### src/rtl/wisc_mem_pkg.sv
// Shared types and constants for the main-memory arbiter.
//   arb_state_t : arbiter sequencing state (IDLE -> BUSY -> DONE -> IDLE)
//   arb_owner_t : which requester owns the memory (instruction fetch or data)
//   MEM_LAT_DEFAULT : default fixed memory access latency in cycles
//   CNT_W       : width of the latency down-counter (covers latencies 1..15)
package wisc_mem_pkg;

  typedef enum logic [1:0] {
    ARB_IDLE = 2'd0,
    ARB_BUSY = 2'd1,
    ARB_DONE = 2'd2
  } arb_state_t;

  typedef enum logic {
    OWN_IFETCH = 1'b0,
    OWN_DATA   = 1'b1
  } arb_owner_t;

  localparam int MEM_LAT_DEFAULT = 4;
  localparam int CNT_W           = 4;

  // Round-robin tie break: the side that did not win the previous grant
  function automatic arb_owner_t rr_pick(input arb_owner_t last);
    arb_owner_t pick;
    if (last == OWN_IFETCH) begin
      pick = OWN_DATA;
    end else begin
      pick = OWN_IFETCH;
    end
    return pick;
  endfunction

endpackage

### src/rtl/mem_lat_counter.sv
// Loadable down-counter that times one fixed-latency memory access.
// Ports:
//   clk, rst  : clock and synchronous active-high reset
//   i_load    : load i_value (takes priority over i_dec)
//   i_value   : value to load (latency - 1)
//   i_dec     : decrement by one
//   o_zero    : count has reached zero (last access cycle)
module mem_lat_counter
  import wisc_mem_pkg::*;
#(
  parameter int W = CNT_W
) (
  input  logic         clk,
  input  logic         rst,
  input  logic         i_load,
  input  logic [W-1:0] i_value,
  input  logic         i_dec,
  output logic         o_zero
);

  logic [W-1:0] r_cnt;

  // Count register: load, decrement or hold
  always_ff @(posedge clk) begin
    if (rst) begin
      r_cnt <= {W{1'b0}};
    end else if (i_load) begin
      r_cnt <= i_value;
    end else if (i_dec) begin
      r_cnt <= r_cnt - {{(W-1){1'b0}}, 1'b1};
    end else begin
      r_cnt <= r_cnt;
    end
  end

  assign o_zero = (r_cnt == {W{1'b0}});

endmodule

### src/rtl/mem_arbiter.sv
// Shares the single-ported main memory between instruction fetch (i_*) and the
// data stage (d_*). One access at a time: grant in IDLE, MEM_LAT cycles of
// BUSY with the latched command on mem_*, then one DONE cycle carrying the
// owner's rdy pulse. Ties are broken round-robin (first tie after reset: data).
// Ports:
//   clk, rst                 : clock, synchronous active-high reset
//   i_req/i_addr             : fetch read request and address
//   i_rdy/i_rdata            : fetch completion pulse and instruction word
//   d_req/d_we/d_addr/d_wdata: data request (we=1 store, 0 load)
//   d_rdy/d_rdata            : data completion pulse and load data
//   mem_en/mem_we/mem_addr/mem_wdata : memory command (registered)
//   mem_rdata                : memory read data, valid in the last BUSY cycle
module mem_arbiter
  import wisc_mem_pkg::*;
#(
  parameter int ADDR_W  = 16,
  parameter int DATA_W  = 16,
  parameter int MEM_LAT = MEM_LAT_DEFAULT
) (
  input  logic              clk,
  input  logic              rst,
  input  logic              i_req,
  input  logic [ADDR_W-1:0] i_addr,
  output logic              i_rdy,
  output logic [DATA_W-1:0] i_rdata,
  input  logic              d_req,
  input  logic              d_we,
  input  logic [ADDR_W-1:0] d_addr,
  input  logic [DATA_W-1:0] d_wdata,
  output logic              d_rdy,
  output logic [DATA_W-1:0] d_rdata,
  output logic              mem_en,
  output logic              mem_we,
  output logic [ADDR_W-1:0] mem_addr,
  output logic [DATA_W-1:0] mem_wdata,
  input  logic [DATA_W-1:0] mem_rdata
);

  localparam logic [CNT_W-1:0] LOAD_VAL = CNT_W'(MEM_LAT - 1);

  arb_state_t        r_state;
  arb_owner_t        r_owner;
  arb_owner_t        r_last_grant;
  logic              r_mem_en;
  logic              r_mem_we;
  logic [ADDR_W-1:0] r_mem_addr;
  logic [DATA_W-1:0] r_mem_wdata;
  logic              r_i_rdy;
  logic              r_d_rdy;
  logic [DATA_W-1:0] r_i_rdata;
  logic [DATA_W-1:0] r_d_rdata;

  logic              w_any_req;
  logic              w_cnt_zero;
  logic              w_cnt_load;
  logic              w_cnt_dec;
  arb_owner_t        w_grant_owner;

  assign w_any_req  = i_req | d_req;
  assign w_cnt_load = (r_state == ARB_IDLE) & w_any_req;
  assign w_cnt_dec  = (r_state == ARB_BUSY) & ~w_cnt_zero;

  // Grant selection: single requester wins outright, a tie goes round-robin
  always_comb begin
    w_grant_owner = OWN_IFETCH;
    if (i_req && d_req) begin
      w_grant_owner = rr_pick(r_last_grant);
    end else if (d_req) begin
      w_grant_owner = OWN_DATA;
    end else begin
      w_grant_owner = OWN_IFETCH;
    end
  end

  mem_lat_counter #(
    .W (CNT_W)
  ) u_lat_cnt (
    .clk     (clk),
    .rst     (rst),
    .i_load  (w_cnt_load),
    .i_value (LOAD_VAL),
    .i_dec   (w_cnt_dec),
    .o_zero  (w_cnt_zero)
  );

  // Arbiter FSM with all outputs registered
  always_ff @(posedge clk) begin
    if (rst) begin
      r_state      <= ARB_IDLE;
      r_owner      <= OWN_IFETCH;
      r_last_grant <= OWN_IFETCH;
      r_mem_en     <= 1'b0;
      r_mem_we     <= 1'b0;
      r_mem_addr   <= {ADDR_W{1'b0}};
      r_mem_wdata  <= {DATA_W{1'b0}};
      r_i_rdy      <= 1'b0;
      r_d_rdy      <= 1'b0;
      r_i_rdata    <= {DATA_W{1'b0}};
      r_d_rdata    <= {DATA_W{1'b0}};
    end else begin
      case (r_state)
        ARB_IDLE: begin
          r_i_rdy <= 1'b0;
          r_d_rdy <= 1'b0;
          if (w_any_req) begin
            // Latch the winner's command; mem_* stay stable for the whole access
            r_state      <= ARB_BUSY;
            r_owner      <= w_grant_owner;
            r_last_grant <= w_grant_owner;
            r_mem_en     <= 1'b1;
            if (w_grant_owner == OWN_DATA) begin
              r_mem_we    <= d_we;
              r_mem_addr  <= d_addr;
              r_mem_wdata <= d_wdata;
            end else begin
              r_mem_we    <= 1'b0;
              r_mem_addr  <= i_addr;
              r_mem_wdata <= {DATA_W{1'b0}};
            end
          end else begin
            r_state <= ARB_IDLE;
          end
        end
        ARB_BUSY: begin
          if (w_cnt_zero) begin
            // Last access cycle: memory data is valid now
            r_state  <= ARB_DONE;
            r_mem_en <= 1'b0;
            r_mem_we <= 1'b0;
            if (r_owner == OWN_DATA) begin
              r_d_rdy <= 1'b1;
              if (!r_mem_we) begin
                r_d_rdata <= mem_rdata;
              end else begin
                r_d_rdata <= r_d_rdata;
              end
            end else begin
              r_i_rdy   <= 1'b1;
              r_i_rdata <= mem_rdata;
            end
          end else begin
            r_state <= ARB_BUSY;
          end
        end
        ARB_DONE: begin
          // Requests seen here are the just-served ones still held; ignore them
          r_state <= ARB_IDLE;
          r_i_rdy <= 1'b0;
          r_d_rdy <= 1'b0;
        end
        default: begin
          r_state  <= ARB_IDLE;
          r_mem_en <= 1'b0;
          r_mem_we <= 1'b0;
          r_i_rdy  <= 1'b0;
          r_d_rdy  <= 1'b0;
        end
      endcase
    end
  end

  assign i_rdy     = r_i_rdy;
  assign i_rdata   = r_i_rdata;
  assign d_rdy     = r_d_rdy;
  assign d_rdata   = r_d_rdata;
  assign mem_en    = r_mem_en;
  assign mem_we    = r_mem_we;
  assign mem_addr  = r_mem_addr;
  assign mem_wdata = r_mem_wdata;

endmodule

### config.mk
export PLATFORM = sky130hd
export DESIGN_NAME = mem_arbiter
export DESIGN_NICKNAME = d
export VERILOG_FILES = /design/src/rtl/wisc_mem_pkg.sv /design/src/rtl/mem_lat_counter.sv /design/src/rtl/mem_arbiter.sv
export SDC_FILE = /design/constraint.sdc
export NUM_CORES = 1
export LEC_CHECK = 0
export CORE_UTILIZATION = 52
export CTS_CLUSTER_SIZE = 16
export DETAILED_ROUTE_END_ITERATION = 16
export DONT_BUFFER_PORTS = 1
export PLACE_DENSITY = 0.67
export SLEW_MARGIN = 25
export SYNTH_ARGS = -nofsm -noshare
export SYNTH_HDL_FRONTEND = slang
export SYNTH_HIERARCHICAL = 1
export SYNTH_SLANG_ARGS = --single-unit
### constraint.sdc
create_clock -name clk -period 2.7 [get_ports clk]
set_input_delay 0 -clock clk [delete_from_list [all_inputs] [get_ports clk]]
set_output_delay 0 -clock clk [all_outputs]
set_load 0.05 [all_outputs]
==> out/qor.yml, run 1 <==
yosys_warnings: 6
syn_inst: 366
finalSetupViolCount: 0
min_path_type: "input pin to flop"
cts_tree: "built"
synth_area_leader_cell: "dfxtp_1"
setup_slack_ns: 0.119
vias_per_cell: 5.69
synth_cell_types: 38
grtUsageMet2: 0.419
skew_ns: 0.00945
r2r_cells: 5
pre_cts_slack_ns: 0.537
ios: 137
multiInputGateArea_um2: 1540
grtUsageMet3: 0.0830
vias: 2885
drc: 0
arrival_ns: 2.87
vdd_ir_drop_max_mv: 0.486
grtUsageTotal: 0.244
powerDensity_nw_per_um2: 731
routed_wl_um: 8230
seqCellArea_um2: 1500
dieHeight_um: 80.4
ys_ff_latch: 75
status: "finished clean"
tns_ns: 0
cts_made_buffers: 9
coreArea_um2: 5920
synthToLayoutAreaGrowth_pct: 29.7
yosysSeqAreaShare: 0.469
grt_max_degree: 93
start_util: 0.540
cts_sinks: 75
grt_pass1_vias: 2559
grt_busiest_layer: "met2"
wl_per_cell_um: 16.2
synth_top_cells_by_count: "dfxtp_1, nand2_1, a21oi_1"
die_w_um: 80.4
root_buffer: "clkbuf_8"
initialDrtViolationCount: 224
async_reset_ff_frac: 0
drive_above_1_share: 0.0694
die_area_um2: 6470
clk_latency_ns: 0.34
cts_buffer_depth: 2
synthFlopType: "dfxtp_1"
cellLeakagePower_nw: 1.51
period_share: 0.956
required_ns: 2.99
synthTopCellsByArea: "dfxtp_1, a21oi_1, nand2_1, nand2b_1, mux2i_1"
worst_pin_slew_ns: 0.706
fillers: 425
rows: 28
place_area_um2: 3170
cp-start-kind: "flop"
slew-limit-headroom: 0.529
use_met1: 0.273
syn-cell-area_um2: 3200
drv_slew: 0
path_max_fanout: 16
portBuffers: 0
hold_path_depth: 2
place_congestion: 0.686
worstSetupPathType: "flop to flop"
rsz0062_at_grt: "no"
final_util: 0.701
cap_violations: 0
synth_edf_count: 0
end_kind: "flop"
htreeDepth: 3
fmax_ghz: 0.388
antenna_found_initial: 0
min_period_ns: 2.58
nNetsFinal: 497
dp_hpwl_um: 4530
overflow: 0
synth_most_common_cell: "dfxtp_1"
synth_top_area_frac: 0.469
final_hold_viol_count: 0
drt_first_pass_iters: 4
grt_pass1_wl_um: 12000
insertedDiodeCount: 0
syn-mean-instance-area_um2: 8.74
design_area_um2: 4150
antenna_left: 0
cts.clk_slew.worst_paths_ns: 0.08
kinds of logic after synthesis:
| family | share of synthesized area |
|---|---|
| fa+ha+maj | 0.00391 |
| flops | 0.469 |
| compound gates | 0.181 |
| simple gates | 0.228 |
| other cells | 0.00235 |
| buf+inv | 0.0544 |
| xor+xnor | 0.00821 |
| mux | 0.0532 |
layout by cell type (no fill, tap or decap), drive strengths merged, types with 3 or more instances in the layout:
| cell | instances |
|---|---|
| dfxtp | 75 |
| dlygate4sd3 | 74 |
| nand2 | 68 |
| a21oi | 55 |
| nand2b | 35 |
| mux2i | 17 |
| o21ai | 17 |
| a311oi | 16 |
| nand4 | 16 |
| clkbuf | 10 |
| nor2 | 6 |
| inv | 5 |
| clkinv | 4 |
| conb | 4 |
| nor3 | 4 |
| buf | 4 |
| o21a | 3 |
flip-flops by register name (all words and copies together) (netlist names):
register         flops
mem_en               1
mem_we               1
i_rdy                1
u_lat_cnt/r_cnt      4
i_rdata             16
d_rdy                1
r_state              2
r_last_grant         1
mem_addr            16
d_rdata             16
mem_wdata           16
routing by layer:
| metal | routed length [um] | share of wire |
|---|---|---|
| met4 | 170 | 0.021 |
| met1 | 3310 | 0.40 |
| met3 | 752 | 0.091 |
| met5 | 0 | 0 |
| met2 | 4000 | 0.49 |
where the power goes:
group | total (W) | switching [W] | internal, W
clock | 0.000912 | 0.000398 | 0.000515
sequential | 0.00158 | 0.000376 | 0.00121
combinational | 0.000537 | 0.000282 | 0.000255
timing repair:
action | in CTS | in global routing
endpoints found under the hold margin | 75 | 0
resized for setup | 0 | 1
hold buffers | 75 | 0
setup endpoints to repair | 0 | 1
setup buffers | 0 | 0
final timing paths:
path	start	end	slack, ns
worst min register to register	r_state[0]	r_state[1]	0.62
worst min-delay path	rst	i_rdata[5]	0.04
worst max-delay path	r_last_grant	mem_addr[9]	0.12
worst max register to register	r_last_grant	mem_addr[9]	0.12
cell type report:
class                      count  area share
timing repair buffer          78       0.191
tap                           75      0.0226
inverter                       5     0.00452
sequential                    75       0.362
multi-input combinational    258       0.370
clock buffer                  10      0.0308
clock inverter                 6      0.0193
metrics by stage:
step	cells	hold slack, ns	total power [W]
final	507	0.0441	0.00303
after global routing	507	0.0391	0.00316
after floorplan	368	0.0691	0.00193
after global placement	416	0.0739	0.00197
after CTS	507	0.0217	0.00303
after detailed placement	416	0.0784	0.00198
worst max-delay path, stage by stage (launching register included):
cell and delay (ns):
dfxtp_1 0.41, a21boi_4 0.44, nand2_1 0.09, dlygate4sd3_1 0.60, a311oi_1 0.40, dlygate4sd3_1 0.60
No activity file was read; power rests on OpenSTA's default activity.
==> run 2, diff against run 1 <==
--- a/config.mk
+++ b/config.mk
@@ -6,6 +6,7 @@
 export NUM_CORES = 1
 export LEC_CHECK = 0
 export CORE_UTILIZATION = 52
+export CTS_BUF_LIST = sky130_fd_sc_hd__clkbuf_8
 export CTS_CLUSTER_SIZE = 16
 export DETAILED_ROUTE_END_ITERATION = 16
 export DONT_BUFFER_PORTS = 1
==> out/qor.yml, run 2 (same netlist as run 1, synthesis figures left out) <==
pwr-share-comb: 0.178  # was 0.177
cts_made_buffers: 9  # unchanged
worstSetupPathType: "flop to flop"  # unchanged
cts.clk_slew.worst_paths_ns: 0.08  # about the same
rsz0062_at_grt: "no"  # unchanged
r2r_slack_ns: 0.14  # was 0.12 ns
coreArea_um2: 5920  # unchanged
fmax_ghz: 0.390  # was 0.388 GHz
routed_wl_um: 8250  # was 8230 um
dieHeight_um: 80.4  # unchanged
dp_hpwl_um: 4530  # unchanged
insertedDiodeCount: 0  # unchanged
final_common_cell: "dfxtp_1"  # unchanged
cp_slowest_stage_delay_ns: 0.60  # about the same
worst_pin_slew_ns: 0.712  # was 0.706 ns
drv_slew: 0  # unchanged
grtUsageTotal: 0.244  # unchanged
status: "finished clean"  # unchanged
min_path_type: "input pin to flop"  # unchanged
min_period_ns: 2.56  # was 2.58 ns
r2r_cells: 5  # unchanged
arrival_ns: 2.85  # was 2.87 ns
vdd_ir_drop_max_mv: 0.486  # about the same
switching_share: 0.348  # about the same
antenna_left: 0  # unchanged
die_w_um: 80.4  # unchanged
cts_buffer_depth: 2  # unchanged
wl_per_cell_um: 16.3  # was 16.2 um
portBuffers: 0  # unchanged
reg2reg_to: "mem_addr[9]"  # unchanged
tns_ns: 0  # unchanged
cts_sinks: 75  # unchanged
end_kind: "flop"  # unchanged
path_max_fanout: 16  # unchanged
reg2reg_from: "r_last_grant"  # unchanged
place_congestion: 0.686  # unchanged
start_util: 0.540  # unchanged
cp-start-kind: "flop"  # unchanged
grt_pass1_wl_um: 12000  # unchanged
pre_cts_slack_ns: 0.537  # unchanged
path_cells: "a21boi_4 > nand2_1 > dlygate4sd3_1 > a311oi_1 > dlygate4sd3_1"  # unchanged
clk_latency_ns: 0.33  # was 0.34 ns
htreeDepth: 3  # unchanged
nNetsFinal: 497  # unchanged
cts_setup_buffers: 0  # unchanged
seqPwrFrac: 0.523  # was 0.522
final_cell_mix: "dfxtp_1, dlygate4sd3_1, nand2_1"  # unchanged
pwr-share-clk: 0.299  # was 0.301
drive_above_1_share: 0.0694  # unchanged
cp_top_family: "buffers and inverters"  # unchanged
drc: 0  # unchanged
die_area_um2: 6470  # unchanged
p_int_w: 0.00197  # was 0.00198 W
hold_end: "i_rdata[5]"  # unchanged
synthToLayoutAreaGrowth_pct: 29.7  # unchanged
skew_ns: 0.0103  # was 0.00945 ns
p_sw_w: 0.00105  # was 0.00106 W
cts_tree: "built"  # unchanged
powerDensity_nw_per_um2: 729  # was 731 nW/um2
ios: 137  # unchanged
vias: 2913  # was 2885
antenna_found_initial: 0  # unchanged
grt_pass1_vias: 2559  # unchanged
cp_slowest_cell: "dlygate4sd3_1"  # unchanged
slew-limit-headroom: 0.525  # was 0.529
drt_first_pass_iters: 4  # unchanged
cellLeakagePower_nw: 1.51  # about the same
grt_max_degree: 93  # unchanged
worst-path-stages: 5  # unchanged
overflow: 0  # unchanged
hold_path_depth: 2  # unchanged
vias_per_cell: 5.75  # was 5.69
initialDrtViolationCount: 253  # was 224
final_hold_viol_count: 0  # unchanged
required_ns: 2.98  # was 2.99 ns
holdCritStartpoint: "rst"  # unchanged
rows: 28  # unchanged
finalSetupViolCount: 0  # unchanged
instances_no_fill: 507  # unchanged
cap_violations: 0  # unchanged
setup_slack_ns: 0.138  # was 0.119 ns
root_buffer: "clkbuf_8"  # unchanged
crit_buf_inv: 2  # unchanged
cpMostUsedCell: "dlygate4sd3_1"  # unchanged
period_share: 0.949  # was 0.956
post-place-cells: 416  # unchanged
[run 2: what timing repair did]
item	CTS	global route
resized for setup	0	1
setup endpoints to repair	0	1
hold endpoints to repair	75	0
hold buffers	75	0
[run 2: through the flow]
step / power (W) / area (um2) / hold WS, ns / util
2_1_floorplan: 0.00193 / 3210 / 0.0691 / -
3_3_place_gp: 0.00197 / 3170 / 0.0739 / 0.535
3_5_place_dp: 0.00198 / 3170 / 0.0784 / 0.535
4_1_cts: 0.00302 / 4140 / 0.0213 / 0.700
5_1_grt: 0.00315 / 4150 / 0.0386 / 0.701
6_report: 0.00303 / 4150 / 0.0350 / 0.701
[run 2: how the worst max path moves through the flow]
| stage | start | endpoint |
|---|---|---|
| 5_1_grt | r_last_grant | mem_addr[9] |
| 4_1_cts | u_lat_cnt/r_cnt[0] | i_rdata[3] |
| 6_report | r_last_grant | mem_addr[9] |
| 2_1_floorplan | u_lat_cnt/r_cnt[0] | d_rdata[10] |
| 3_5_place_dp | u_lat_cnt/r_cnt[0] | d_rdata[6] |
| 3_3_place_gp | u_lat_cnt/r_cnt[0] | d_rdata[7] |
[run 2: per-layer routing]
| metal | global-route usage | routed length, um | up-vias | share of wire |
|---|---|---|---|---|
| met2 | 0.419 | 3970 | 143 | 0.48 |
| met4 | 0.104 | 196 | 0 | 0.024 |
| met5 | 0 | 0 | - | 0 |
| li1 | - | - | 1386 | - |
| met1 | 0.273 | 3350 | 1366 | 0.41 |
| met3 | 0.0830 | 739 | 18 | 0.090 |
[run 2: cell type report]
class	count	area, um2
inverters	5	18.8
well taps	75	93.8
repair buffers	78	791
clock inverters	7	83.8
clock buffers	9	124
flip-flops and latches	75	1500
multi-input cells	258	1540
fillers	425	1770
[run 2: power by group through the flow]
stage | clock [W] | combinational [W] | sequential (W)
3_5_place_dp | 0 | 0.000374 | 0.00161
5_1_grt | 0.000970 | 0.000589 | 0.00160
2_1_floorplan | 0 | 0.000347 | 0.00158
6_report | 0.000905 | 0.000538 | 0.00158
3_3_place_gp | 0 | 0.000361 | 0.00160
4_1_cts | 0.000926 | 0.000519 | 0.00158
==> run 3, diff against run 2 <==
--- a/config.mk
+++ b/config.mk
@@ -10,9 +10,10 @@
 export CTS_CLUSTER_SIZE = 16
 export DETAILED_ROUTE_END_ITERATION = 16
 export DONT_BUFFER_PORTS = 1
-export PLACE_DENSITY = 0.67
+export PLACE_DENSITY = 0.7
 export SLEW_MARGIN = 25
 export SYNTH_ARGS = -nofsm -noshare
 export SYNTH_HDL_FRONTEND = slang
 export SYNTH_HIERARCHICAL = 1
 export SYNTH_SLANG_ARGS = --single-unit
+export TNS_END_PERCENT = 1
==> constraint.sdc (replaced) <==
create_clock -name clk -period 2.2 [get_ports clk]
set_input_delay 0 -clock clk [delete_from_list [all_inputs] [get_ports clk]]
set_output_delay 0 -clock clk [all_outputs]
set_load 0.05 [all_outputs]
==> out/qor.yml, run 3 (same netlist as run 1, synthesis figures left out) <==
final_hold_viol_count: 0  # unchanged
min_path_type: "input pin to flop"  # unchanged
rows: 28  # unchanged
end_kind: "flop"  # unchanged
skew_ns: 0.00605  # was 0.0103 ns
htreeDepth: 3  # unchanged
setup_slack_ns: 0.198  # was 0.138 ns
pre_cts_slack_ns: 0.220  # was 0.537 ns
drc: 0  # unchanged
status: "finished clean"  # unchanged
final_util: 0.723  # was 0.701
tns_ns: 0  # unchanged
powerDensity_nw_per_um2: 885  # was 729 nW/um2
startpoint: "r_last_grant"  # unchanged
drt_first_pass_iters: 4  # unchanged
seqPwrFrac: 0.511  # was 0.523
rsz0062_at_grt: "no"  # unchanged
drive_above_1_share: 0.0766  # was 0.0694
min_period_ns: 2.00  # was 2.56 ns
cp-start-kind: "flop"  # unchanged
fmax_ghz: 0.499  # was 0.390 GHz
p_int_w: 0.00248  # was 0.00197 W
finalSetupViolCount: 0  # unchanged
post-place-cells: 420  # was 416
drv_slew: 0  # unchanged
worstSetupPathType: "flop to flop"  # unchanged
routed_wl_um: 8740  # was 8250 um
p_sw_w: 0.00131  # was 0.00105 W
cellLeakagePower_nw: 1.53  # was 1.51 nW
switching_share: 0.345  # was 0.348
grt_max_degree: 93  # unchanged
grt_pass1_wl_um: 12800  # was 12000 um
coreArea_um2: 5920  # unchanged
fillers: 441  # was 425
instances_no_fill: 519  # was 507
initialDrtViolationCount: 151  # was 253
vdd_ir_drop_max_mv: 0.574  # was 0.486 mV
grtUsageTotal: 0.259  # was 0.244
nNetsFinal: 509  # was 497
pwr-share-clk: 0.316  # was 0.299
vias: 2974  # was 2913
dp_hpwl_um: 4490  # was 4530 um
cts_buffer_depth: 2  # unchanged
antenna_found_initial: 0  # unchanged
dieHeight_um: 80.4  # unchanged
cts_sinks: 75  # unchanged
worst_pin_slew_ns: 0.602  # was 0.712 ns
portBuffers: 0  # unchanged
final_cell_mix: "dlygate4sd3_1, dfxtp_1, nand2_1"  # was dfxtp_1, dlygate4sd3_1, nand2_1
wl_per_cell_um: 16.8  # was 16.3 um
place_congestion: 0.740  # was 0.686
cts_tree: "built"  # unchanged
cts_made_buffers: 9  # unchanged
start_util: 0.540  # unchanged
overflow: 0  # unchanged
vias_per_cell: 5.73  # was 5.75
antenna_left: 0  # unchanged
root_buffer: "clkbuf_8"  # unchanged
required_ns: 2.44  # was 2.98 ns
reg2reg_from: "r_last_grant"  # unchanged
cap_violations: 0  # unchanged
path_max_fanout: 16  # unchanged
seqCellArea_um2: 1500  # unchanged
multiInputGateArea_um2: 1540  # unchanged
synthToLayoutAreaGrowth_pct: 33.8  # was 29.7%
die_area_um2: 6470  # unchanged
insertedDiodeCount: 0  # unchanged
slew-limit-headroom: 0.597  # was 0.525
grt_pass1_vias: 2801  # was 2559
arrival_ns: 2.24  # was 2.85 ns
ios: 137  # unchanged
period_share: 0.910  # was 0.949
die_w_um: 80.4  # unchanged
final_common_cell: "dlygate4sd3_1"  # was dfxtp_1
holdCritStartpoint: "rst"  # unchanged
cts.clk_slew.worst_paths_ns: 0.08  # about the same
clk_latency_ns: 0.34  # was 0.33 ns
pwr-share-comb: 0.173  # was 0.178
run 3: changes by cell type in the layout (fill, tap and decap cells not counted):
| cell | delta |
|---|---|
| dlygate4sd3_1 | +8 |
| buf_4 | +4 |
| clkinv_2 | -3 |
| clkbuf_8 | +2 |
| clkinvlp_4 | +1 |
run 3: final timing paths:
path                                      to  slack [ns]  cells past startpoint
worst min-delay path              i_rdata[7]        0.03                      2
worst max-delay path            mem_addr[11]        0.20                      4
worst min register to register        mem_we        0.55                      2
worst max register to register  mem_addr[11]        0.20                      4
run 3: per-layer routing:
layer	vias to the layer above	part of all wire	track usage
li1	1414	-	-
met1	1396	0.41	0.280
met3	26	0.080	0.0818
met2	138	0.49	0.448
met5	-	0	0
met4	0	0.027	0.134
run 3: layout make-up:
cell class | count | share of cell area
clock inverters | 5 | 0.0178
clock buffers | 11 | 0.0354
well taps | 75 | 0.0219
multi-input cells | 258 | 0.359
flip-flops and latches | 75 | 0.351
inverters | 5 | 0.00439
repair buffers | 90 | 0.211
run 3: timing repair:
action | in CTS | in global routing
endpoints found under the setup margin | 0 | 2
endpoints found under the hold margin | 75 | 0
hold buffers | 83 | 0
gates resized for setup | 0 | 1
setup buffers | 0 | 0
run 3: worst max-delay path, stage by stage, from the launching register on:
cell and delay, ns:
dfxtp_1 0.42, a21boi_4 0.46, nand2_1 0.12, dlygate4sd3_1 0.60
a311oi_1 0.30
run 3: stage by stage:
step	hold slack (ns)	total power, W	cell area [um2]
2_1_floorplan	0.0691	0.00236	3210
3_5_place_dp	0.0767	0.00244	3200
4_1_cts	0.0190	0.00378	4270
6_report	0.0279	0.00379	4280
3_3_place_gp	0.0734	0.00243	3200
5_1_grt	0.0429	0.00394	4280
run 3: power groups by stage:
| stage | sequential, W | combinational [W] | clock, W |
|---|---|---|---|
| floorplan | 0.00194 | 0.000426 | 0 |
| global route | 0.00195 | 0.000717 | 0.00127 |
| CTS | 0.00193 | 0.000635 | 0.00121 |
| global placement | 0.00196 | 0.000466 | 0 |
| finish | 0.00194 | 0.000656 | 0.00120 |
| detailed placement | 0.00196 | 0.000478 | 0 |
